<file path="config.mk">
export PLATFORM = sky130hd
export DESIGN_NAME = afu_csr_file
export DESIGN_NICKNAME = d
export VERILOG_FILES = /design/src/rtl/afu_csr_pkg.sv /design/src/rtl/afu_csr_ctrl.sv /design/src/rtl/afu_csr_file.sv
export SDC_FILE = /design/constraint.sdc
export NUM_CORES = 1
export LEC_CHECK = 0
export BUFFER_PORTS_ARGS = -buffer_cell sky130_fd_sc_hd__buf_4
export CAP_MARGIN = 20
export CORE_AREA = 4 4 602 604
export DETAILED_ROUTE_END_ITERATION = 12
export DIE_AREA = 0 0 606 608
export PLACE_DENSITY = 0.3
export SYNTH_ARGS = -nofsm -noshare
export SYNTH_HDL_FRONTEND = slang
export SYNTH_HIERARCHICAL = 1
export SYNTH_SLANG_ARGS = --single-unit
export TNS_END_PERCENT = 5
</file>
<file path="constraint.sdc">
create_clock -name clk -period 7.4 [get_ports clk]
set_clock_uncertainty 0.15 [all_clocks]
set_input_delay 1.48 -clock clk [delete_from_list [all_inputs] [get_ports clk]]
set_output_delay 1.48 -clock clk [all_outputs]
set_load 0.02 [all_outputs]
</file>
<file path="src/rtl/afu_csr_pkg.sv">
// afu_csr_pkg: CCI-P subset types, MMIO register map, CTRL bit positions,
// DFH constant and the control FSM state type shared by the CSR file.
package afu_csr_pkg;

    // ---------------- CCI-P subset ----------------
    typedef struct packed {
        logic [15:0] address;   // DWORD address
        logic [1:0]  length;    // 0: 4B, 1: 8B
        logic        rsvd;
        logic [8:0]  tid;
    } t_ccip_c0_ReqMmioHdr;

    typedef struct packed {
        t_ccip_c0_ReqMmioHdr hdr;
        logic [511:0]        data;
        logic                rspValid;
        logic                mmioRdValid;
        logic                mmioWrValid;
    } t_if_ccip_c0_Rx;

    typedef struct packed {
        logic           c0TxAlmFull;
        logic           c1TxAlmFull;
        t_if_ccip_c0_Rx c0;
    } t_if_ccip_Rx;

    typedef struct packed {
        logic [73:0] hdr;
        logic        valid;
    } t_if_ccip_c0_Tx;

    typedef struct packed {
        logic [79:0]  hdr;
        logic [511:0] data;
        logic         valid;
    } t_if_ccip_c1_Tx;

    typedef struct packed {
        logic [8:0] tid;
    } t_ccip_c2_RspMmioHdr;

    typedef struct packed {
        t_ccip_c2_RspMmioHdr hdr;
        logic                mmioRdValid;
        logic [63:0]         data;
    } t_if_ccip_c2_Tx;

    typedef struct packed {
        t_if_ccip_c0_Tx c0;
        t_if_ccip_c1_Tx c1;
        t_if_ccip_c2_Tx c2;
    } t_if_ccip_Tx;

    // ---------------- Register map (DWORD addresses) ----------------
    localparam logic [1:0]  MMIO_LEN_8B   = 2'd1;
    localparam logic [15:0] ADDR_DFH      = 16'h0000;
    localparam logic [15:0] ADDR_ID_L     = 16'h0002;
    localparam logic [15:0] ADDR_ID_H     = 16'h0004;
    localparam logic [15:0] ADDR_CTRL     = 16'h000A;
    localparam logic [15:0] ADDR_CYC_CNT  = 16'h000C;
    localparam logic [15:0] ADDR_BUSY_CNT = 16'h000E;
    localparam logic [15:0] ADDR_BUF_BASE = 16'h0010;

    // CTRL write / read bit positions
    localparam int CTRL_START = 0;
    localparam int CTRL_CLR   = 1;
    localparam int CTRL_BUSY  = 0;
    localparam int CTRL_DONE  = 1;
    localparam int CTRL_ERR   = 2;

    // DFH: feature type AFU (4'h1 in [63:60]), end-of-list (bit 40)
    localparam logic [63:0] AFU_DFH = 64'h1000_0100_0000_0000;

    typedef enum logic {
        CTRL_IDLE = 1'b0,
        CTRL_RUN  = 1'b1
    } t_ctrl_state;

    // DWORD address of BUF[i]
    function automatic logic [15:0] buf_reg_addr(input int unsigned i);
        return 16'(32'(ADDR_BUF_BASE) + 2 * i);
    endfunction

endpackage

</file>
<file path="src/rtl/afu_csr_ctrl.sv">
// afu_csr_ctrl: IDLE/RUN engine handshake with sticky DONE/ERR flags.
// With AFU_CSR_PERF_CNT_EN defined, also counts cycles spent busy.
module afu_csr_ctrl
    import afu_csr_pkg::*;
(
    input  logic        clk,
    input  logic        rst_n,
    input  logic        start_wr,
    input  logic        clr_wr,
    input  logic        done,
    output logic        start,
    output logic        busy,
    output logic        done_flag,
    output logic        err_flag
`ifdef AFU_CSR_PERF_CNT_EN
    ,
    output logic [63:0] busy_cnt
`endif
);

    t_ctrl_state state_q, state_d;
    logic        launch;
    logic        done_d, err_d;

    // State register plus registered start pulse and sticky flags
    always_ff @(posedge clk) begin
        if (!rst_n) begin
            state_q   <= CTRL_IDLE;
            start     <= 1'b0;
            done_flag <= 1'b0;
            err_flag  <= 1'b0;
        end else begin
            state_q   <= state_d;
            start     <= launch;
            done_flag <= done_d;
            err_flag  <= err_d;
        end
    end

    // Next state: START launches from IDLE, done returns from RUN
    always_comb begin
        state_d = state_q;
        case (state_q)
            CTRL_IDLE: if (start_wr) state_d = CTRL_RUN;
            CTRL_RUN:  if (done)     state_d = CTRL_IDLE;
            default:   state_d = CTRL_IDLE;
        endcase
    end

    // Outputs: CLR first, then START, and an engine done overrides CLR
    always_comb begin
        launch = 1'b0;
        done_d = done_flag;
        err_d  = err_flag;
        if (clr_wr) begin
            done_d = 1'b0;
            err_d  = 1'b0;
        end
        if (start_wr) begin
            if (state_q == CTRL_IDLE) begin
                launch = 1'b1;
                done_d = 1'b0;
            end else begin
                err_d = 1'b1;
            end
        end
        if (done && state_q == CTRL_RUN) done_d = 1'b1;
    end

    assign busy = (state_q == CTRL_RUN);

`ifdef AFU_CSR_PERF_CNT_EN
    // Busy-cycle counter, restarted by the START that enters RUN
    always_ff @(posedge clk) begin
        if (!rst_n)      busy_cnt <= '0;
        else if (launch) busy_cnt <= '0;
        else if (busy)   busy_cnt <= busy_cnt + 64'd1;
    end
`endif

endmodule

</file>
<file path="src/rtl/afu_csr_file.sv">
// afu_csr_file: CCI-P MMIO register file (DFH, ID, CTRL, BUF[] bank),
// sole driver of tx.c2. Define AFU_CSR_PERF_CNT_EN to add CYC_CNT/BUSY_CNT.
module afu_csr_file
    import afu_csr_pkg::*;
#(
    parameter int unsigned  NUM_BUF = 4,
    parameter logic [127:0] AFU_ID  = 128'h0
) (
    input  logic                      clk,
    input  logic                      rst_n,
    input  t_if_ccip_Rx               rx,
    output t_if_ccip_Tx               tx,
    output logic [NUM_BUF-1:0][63:0]  buf_addr,
    output logic                      start,
    input  logic                      done,
    output logic                      busy
);

    t_ccip_c0_ReqMmioHdr hdr;
    logic                is_8b;
    logic                acc_ok;
    logic [15:0]         reg_addr;
    logic [63:0]         wr_data;
    logic                ctrl_wr, start_wr, clr_wr;
    logic                done_flag, err_flag;
    logic [63:0]         rd_reg, rd_data;
    t_if_ccip_c2_Tx      c2_q;
    logic [NUM_BUF-1:0][63:0] buf_q;

    assign hdr      = rx.c0.hdr;
    assign is_8b    = (hdr.length == MMIO_LEN_8B);
    assign acc_ok   = !(is_8b && hdr.address[0]);   // 8B must be QWORD aligned
    assign reg_addr = {hdr.address[15:1], 1'b0};
    assign wr_data  = rx.c0.data[63:0];

    // Only the low half of CTRL carries command bits
    assign ctrl_wr  = rx.c0.mmioWrValid && acc_ok && (hdr.address == ADDR_CTRL);
    assign start_wr = ctrl_wr && wr_data[CTRL_START];
    assign clr_wr   = ctrl_wr && wr_data[CTRL_CLR];

    logic unused_rx;
    assign unused_rx = ^{rx.c0TxAlmFull, rx.c1TxAlmFull, rx.c0.rspValid,
                         rx.c0.data[511:64], hdr.rsvd};

`ifdef AFU_CSR_PERF_CNT_EN
    logic [63:0] cyc_cnt, busy_cnt;

    // Free-running cycle counter
    always_ff @(posedge clk) begin
        if (!rst_n) cyc_cnt <= '0;
        else        cyc_cnt <= cyc_cnt + 64'd1;
    end
`endif

    afu_csr_ctrl u_ctrl (
        .clk       (clk),
        .rst_n     (rst_n),
        .start_wr  (start_wr),
        .clr_wr    (clr_wr),
        .done      (done),
        .start     (start),
        .busy      (busy),
        .done_flag (done_flag),
        .err_flag  (err_flag)
`ifdef AFU_CSR_PERF_CNT_EN
        ,
        .busy_cnt  (busy_cnt)
`endif
    );

    // BUF bank: 8B writes replace, 4B writes update the addressed half
    always_ff @(posedge clk) begin
        if (!rst_n) begin
            buf_q <= '0;
        end else if (rx.c0.mmioWrValid && acc_ok) begin
            for (int unsigned i = 0; i < NUM_BUF; i++) begin
                if (reg_addr == buf_reg_addr(i)) begin
                    if (is_8b)               buf_q[i]        <= wr_data;
                    else if (hdr.address[0]) buf_q[i][63:32] <= wr_data[31:0];
                    else                     buf_q[i][31:0]  <= wr_data[31:0];
                end
            end
        end
    end

    assign buf_addr = buf_q;

    // Read mux: full 64-bit register, then size/half selection
    always_comb begin
        rd_reg = '0;
        case (reg_addr)
            ADDR_DFH:      rd_reg = AFU_DFH;
            ADDR_ID_L:     rd_reg = AFU_ID[63:0];
            ADDR_ID_H:     rd_reg = AFU_ID[127:64];
            ADDR_CTRL:     rd_reg = {61'b0, err_flag, done_flag, busy};
`ifdef AFU_CSR_PERF_CNT_EN
            ADDR_CYC_CNT:  rd_reg = cyc_cnt;
            ADDR_BUSY_CNT: rd_reg = busy_cnt;
`endif
            default:       rd_reg = '0;
        endcase
        for (int unsigned i = 0; i < NUM_BUF; i++) begin
            if (reg_addr == buf_reg_addr(i)) rd_reg = buf_q[i];
        end
        if (!acc_ok)             rd_data = '0;
        else if (is_8b)          rd_data = rd_reg;
        else if (hdr.address[0]) rd_data = {32'b0, rd_reg[63:32]};
        else                     rd_data = {32'b0, rd_reg[31:0]};
    end

    // c2 response register: one cycle read latency, no stall
    always_ff @(posedge clk) begin
        if (!rst_n) begin
            c2_q <= '0;
        end else begin
            c2_q.mmioRdValid <= rx.c0.mmioRdValid;
            c2_q.hdr.tid     <= hdr.tid;
            c2_q.data        <= rd_data;
        end
    end

    assign tx = '{c0: '0, c1: '0, c2: c2_q};

endmodule
</file>
==> metrics.md <==
| Metric | Value |
|---|---|
| Rel. slew slack | `0.353` |
| Iteration-0 DRC Markers | `~900` |
| Non-filler cells, final | `roughly 7300` |
| TNS Setup | `0 ns` |
| Largest net degree at the start of global routing | `90` |
| Vias in the first global route | `14173` |
| Post-placement cell area | `roughly 26000 µm²` |
| Grt total ovfl | `0` |
| Synth unique cells | `54` |
| Avg WL per Cell | `between 15 and 20 µm` |
| Ports | `1548` |
| Layout cells sized above 1 | `0.261` |
| Arrival time worst endpoint | `roughly 4.4 ns` |
| Total CTS buffers | `45` |
| WHS | `0.325 ns` |
| Ys Warns | `6` |
| Post-cts hold buffer count | `0` |
| Max Cap Violations | `0` |
| Total Die Area | `368000 µm²` |
| Syn Inst Count | `approximately 2100` |
| Clock Latency Late Sink | `between 0.6 and 0.7 ns` |
| Commonest cells in the netlist | `buf_4 (670), dfxtp_1 (334), nand2_1 (166), mux2i_1 (133), o21ai_0 (131)` |
| Synthesized area | `19300 µm²` |
| Final hold vios | `0` |
| HP Class | `register to register` |
| Status | `completed` |
| Post-synth top flop | `dfxtp_1` |
| Clock sinks | `334` |
| CTS root buffer | `clkbuf_16` |
| Critical path type | `input port to register` |
| Initial Util | `0.0540` |
| Cell area after layout | `27300 µm²` |
| Final Cycle Share | `0.554` |
| Crit path launch type | `input port` |
| # nets final | `3017` |
| Dominant cells by area after synthesis | `dfxtp_1 (35%), buf_4 (26%), mux2i_1 (6.9%)` |
| Tmin final | `4.10 ns` |
| Via Count | `approximately 15000` |
| Most frequent cell after synthesis | `buf_4` |
| Largest area contributor in the netlist | `dfxtp_1` |
| Place WS | `2.63 ns` |
| CTS max path bufs | `3` |
| WL final | `130000 µm` |
| Core Region | `around 360000 µm²` |
| Fmax | `~240 MHz` |
| Mean post-synth cell area | `9.23 µm²` |
| DR DRC count | `0` |
| Post-synth EDFFs | `0` |
| Yosys top cell area share | `0.346` |
| Fin. max-slew vios | `0` |
| Peak supply drop | `between 100 and 150 µV` |
| First-pass GRT wire length | `161000 µm` |
| DRT antenna net count | `0` |
| Final GP Congestion | `0.714` |
| Seq/Total Area, Yosys | `0.346` |
| Vias/cell | `2.05` |
| CP max FO | `37` |
| CTS tree | `yes` |
| Placed Cells | `roughly 7200` |
| Layout area overhead | `41.5%` |
| Initial antenna violation count | `30` |
| CTS HTree Levels | `2` |
| Worst-Margin Slew | `a little under 1 ns` |
| DRT Pass-1 Iters | `5` |
| CP Capture Type | `register` |
| Tot Pwr | `4.71 mW` |
| Cts repair resizes | `0` |
| Chip height | `608 µm` |
| Worst-path clk slew | `around 0.060 ns` |
| Final setup vio count | `0` |
| DP Wirelength | `roughly 100000 µm` |
| Pwr Density | `173 nW/µm²` |
| Total GRT Usage | `0.0669` |
| Number of placement rows | `220` |
| RSZ-0062 raised after global routing | `no` |
| #FFs+latches synth | `334` |
| Final worst-path setup slack | `3.30 ns` |
| Port bufs | `427` |
| Pleak | `10.6 nW` |
| Final core occ | `0.0764` |
| Post-CTS Setup Inserts | `0` |
| Chip width | `~600 µm` |
| Worst Path Required | `7.73 ns` |
| Ys async rst share | `0` |
-- layer usage --
metal,vias up,GRT usage,share of wire
met4,4,0.0179,0.027
met2,885,0.131,0.54
li1,6536,-,-
met1,7381,0.0663,0.34
met3,122,0.0225,0.092
met5,-,0,0.00021
-- flip-flops by register name, summed over array words and instances (netlist names) --
signal / count
u_ctrl/err_flag: 1
u_ctrl/done_flag: 1
buf_addr: 256
u_ctrl/start: 1
tx: 74
u_ctrl/busy: 1
-- kinds of logic (layout without fill, tap and decap cells) --
kind of cell / Yosys count / after routing / share of synthesized area
buf+inv: 806 / 545 / 0.289
simple gates: 420 / 420 / 0.104
flops: 334 / 334 / 0.346
compound gates: 307 / 307 / 0.105
mux: 224 / 224 / 0.155
other cells: 1 / 681 / 0.000194
xor+xnor: 1 / 1 / 0.000454
-- cells in the final DEF, fill, tap and decap left out, types with 3 or more instances in the layout --
cell type | synthesis | final
mux2_2 | 34 | 34
nand3_1 | 130 | 128
nand2b_1 | 33 | 31
o21ai_0 | 131 | 131
mux2i_1 | 133 | 133
mux4_2 | 57 | 57
bufinv_16 | 0 | 3
clkinvlp_4 | 0 | 3
and2_1 | 12 | 12
a21boi_1 | 23 | 23
clkbuf_16 | 0 | 45
inv_6 | 0 | 3
a21boi_0 | 105 | 105
clkinv_2 | 0 | 4
nand4_1 | 4 | 4
clkinv_4 | 0 | 3
or2_2 | 3 | 4
nor2_1 | 40 | 39
nand2_1 | 166 | 166
buf_4 | 670 | 464
conb_1 | 1 | 668
clkbuf_8 | 0 | 8
o2bb2ai_1 | 30 | 30
dfxtp_1 | 334 | 334
or3_1 | 4 | 3
diode_2 | 0 | 13
nor4_1 | 4 | 4
o22ai_1 | 3 | 3
clkbuf_1 | 100 | 6
-- report_power, final --
| group | internal, mW | switching [mW] | total [mW] |
|---|---|---|---|
| sequential | 1.80 | 0.00106 | 1.80 |
| clock | 1.31 | 1.00 | 2.31 |
| combinational | 0.0906 | 0.506 | 0.597 |
| total | 3.20 | 1.51 | 4.71 |
-- cell type report --
cell class	instances	area, µm²
fillers	41741	330000
repair buffers	465	3500
flip-flops and latches	334	6690
clock inverters	18	235
well taps	4773	5970
inverters	3	11.3
clock buffers	59	1260
diodes	13	32.5
multi-input cells	1620	9630
-- path summary, 6_finish.rpt --
check	slack [ns]	from	end	cells past startpoint
hold reg to reg	0.32	buf_addr[41]	buf_addr[41]	2
setup / recovery	3.30	rx[540]	buf_addr[122]	7
hold / removal	0.32	buf_addr[41]	buf_addr[41]	2
setup reg to reg	5.71	buf_addr[122]	tx[26]	3
-- critical path, cell delays in order --
cell and delay (ns):
buf_4 0.10, or4_1 0.88, nor3_2 0.26, buf_4 0.57, nand4_4 0.34, buf_4 0.44, mux2i_1 0.22
No activity file was read; power rests on OpenSTA's default activity.
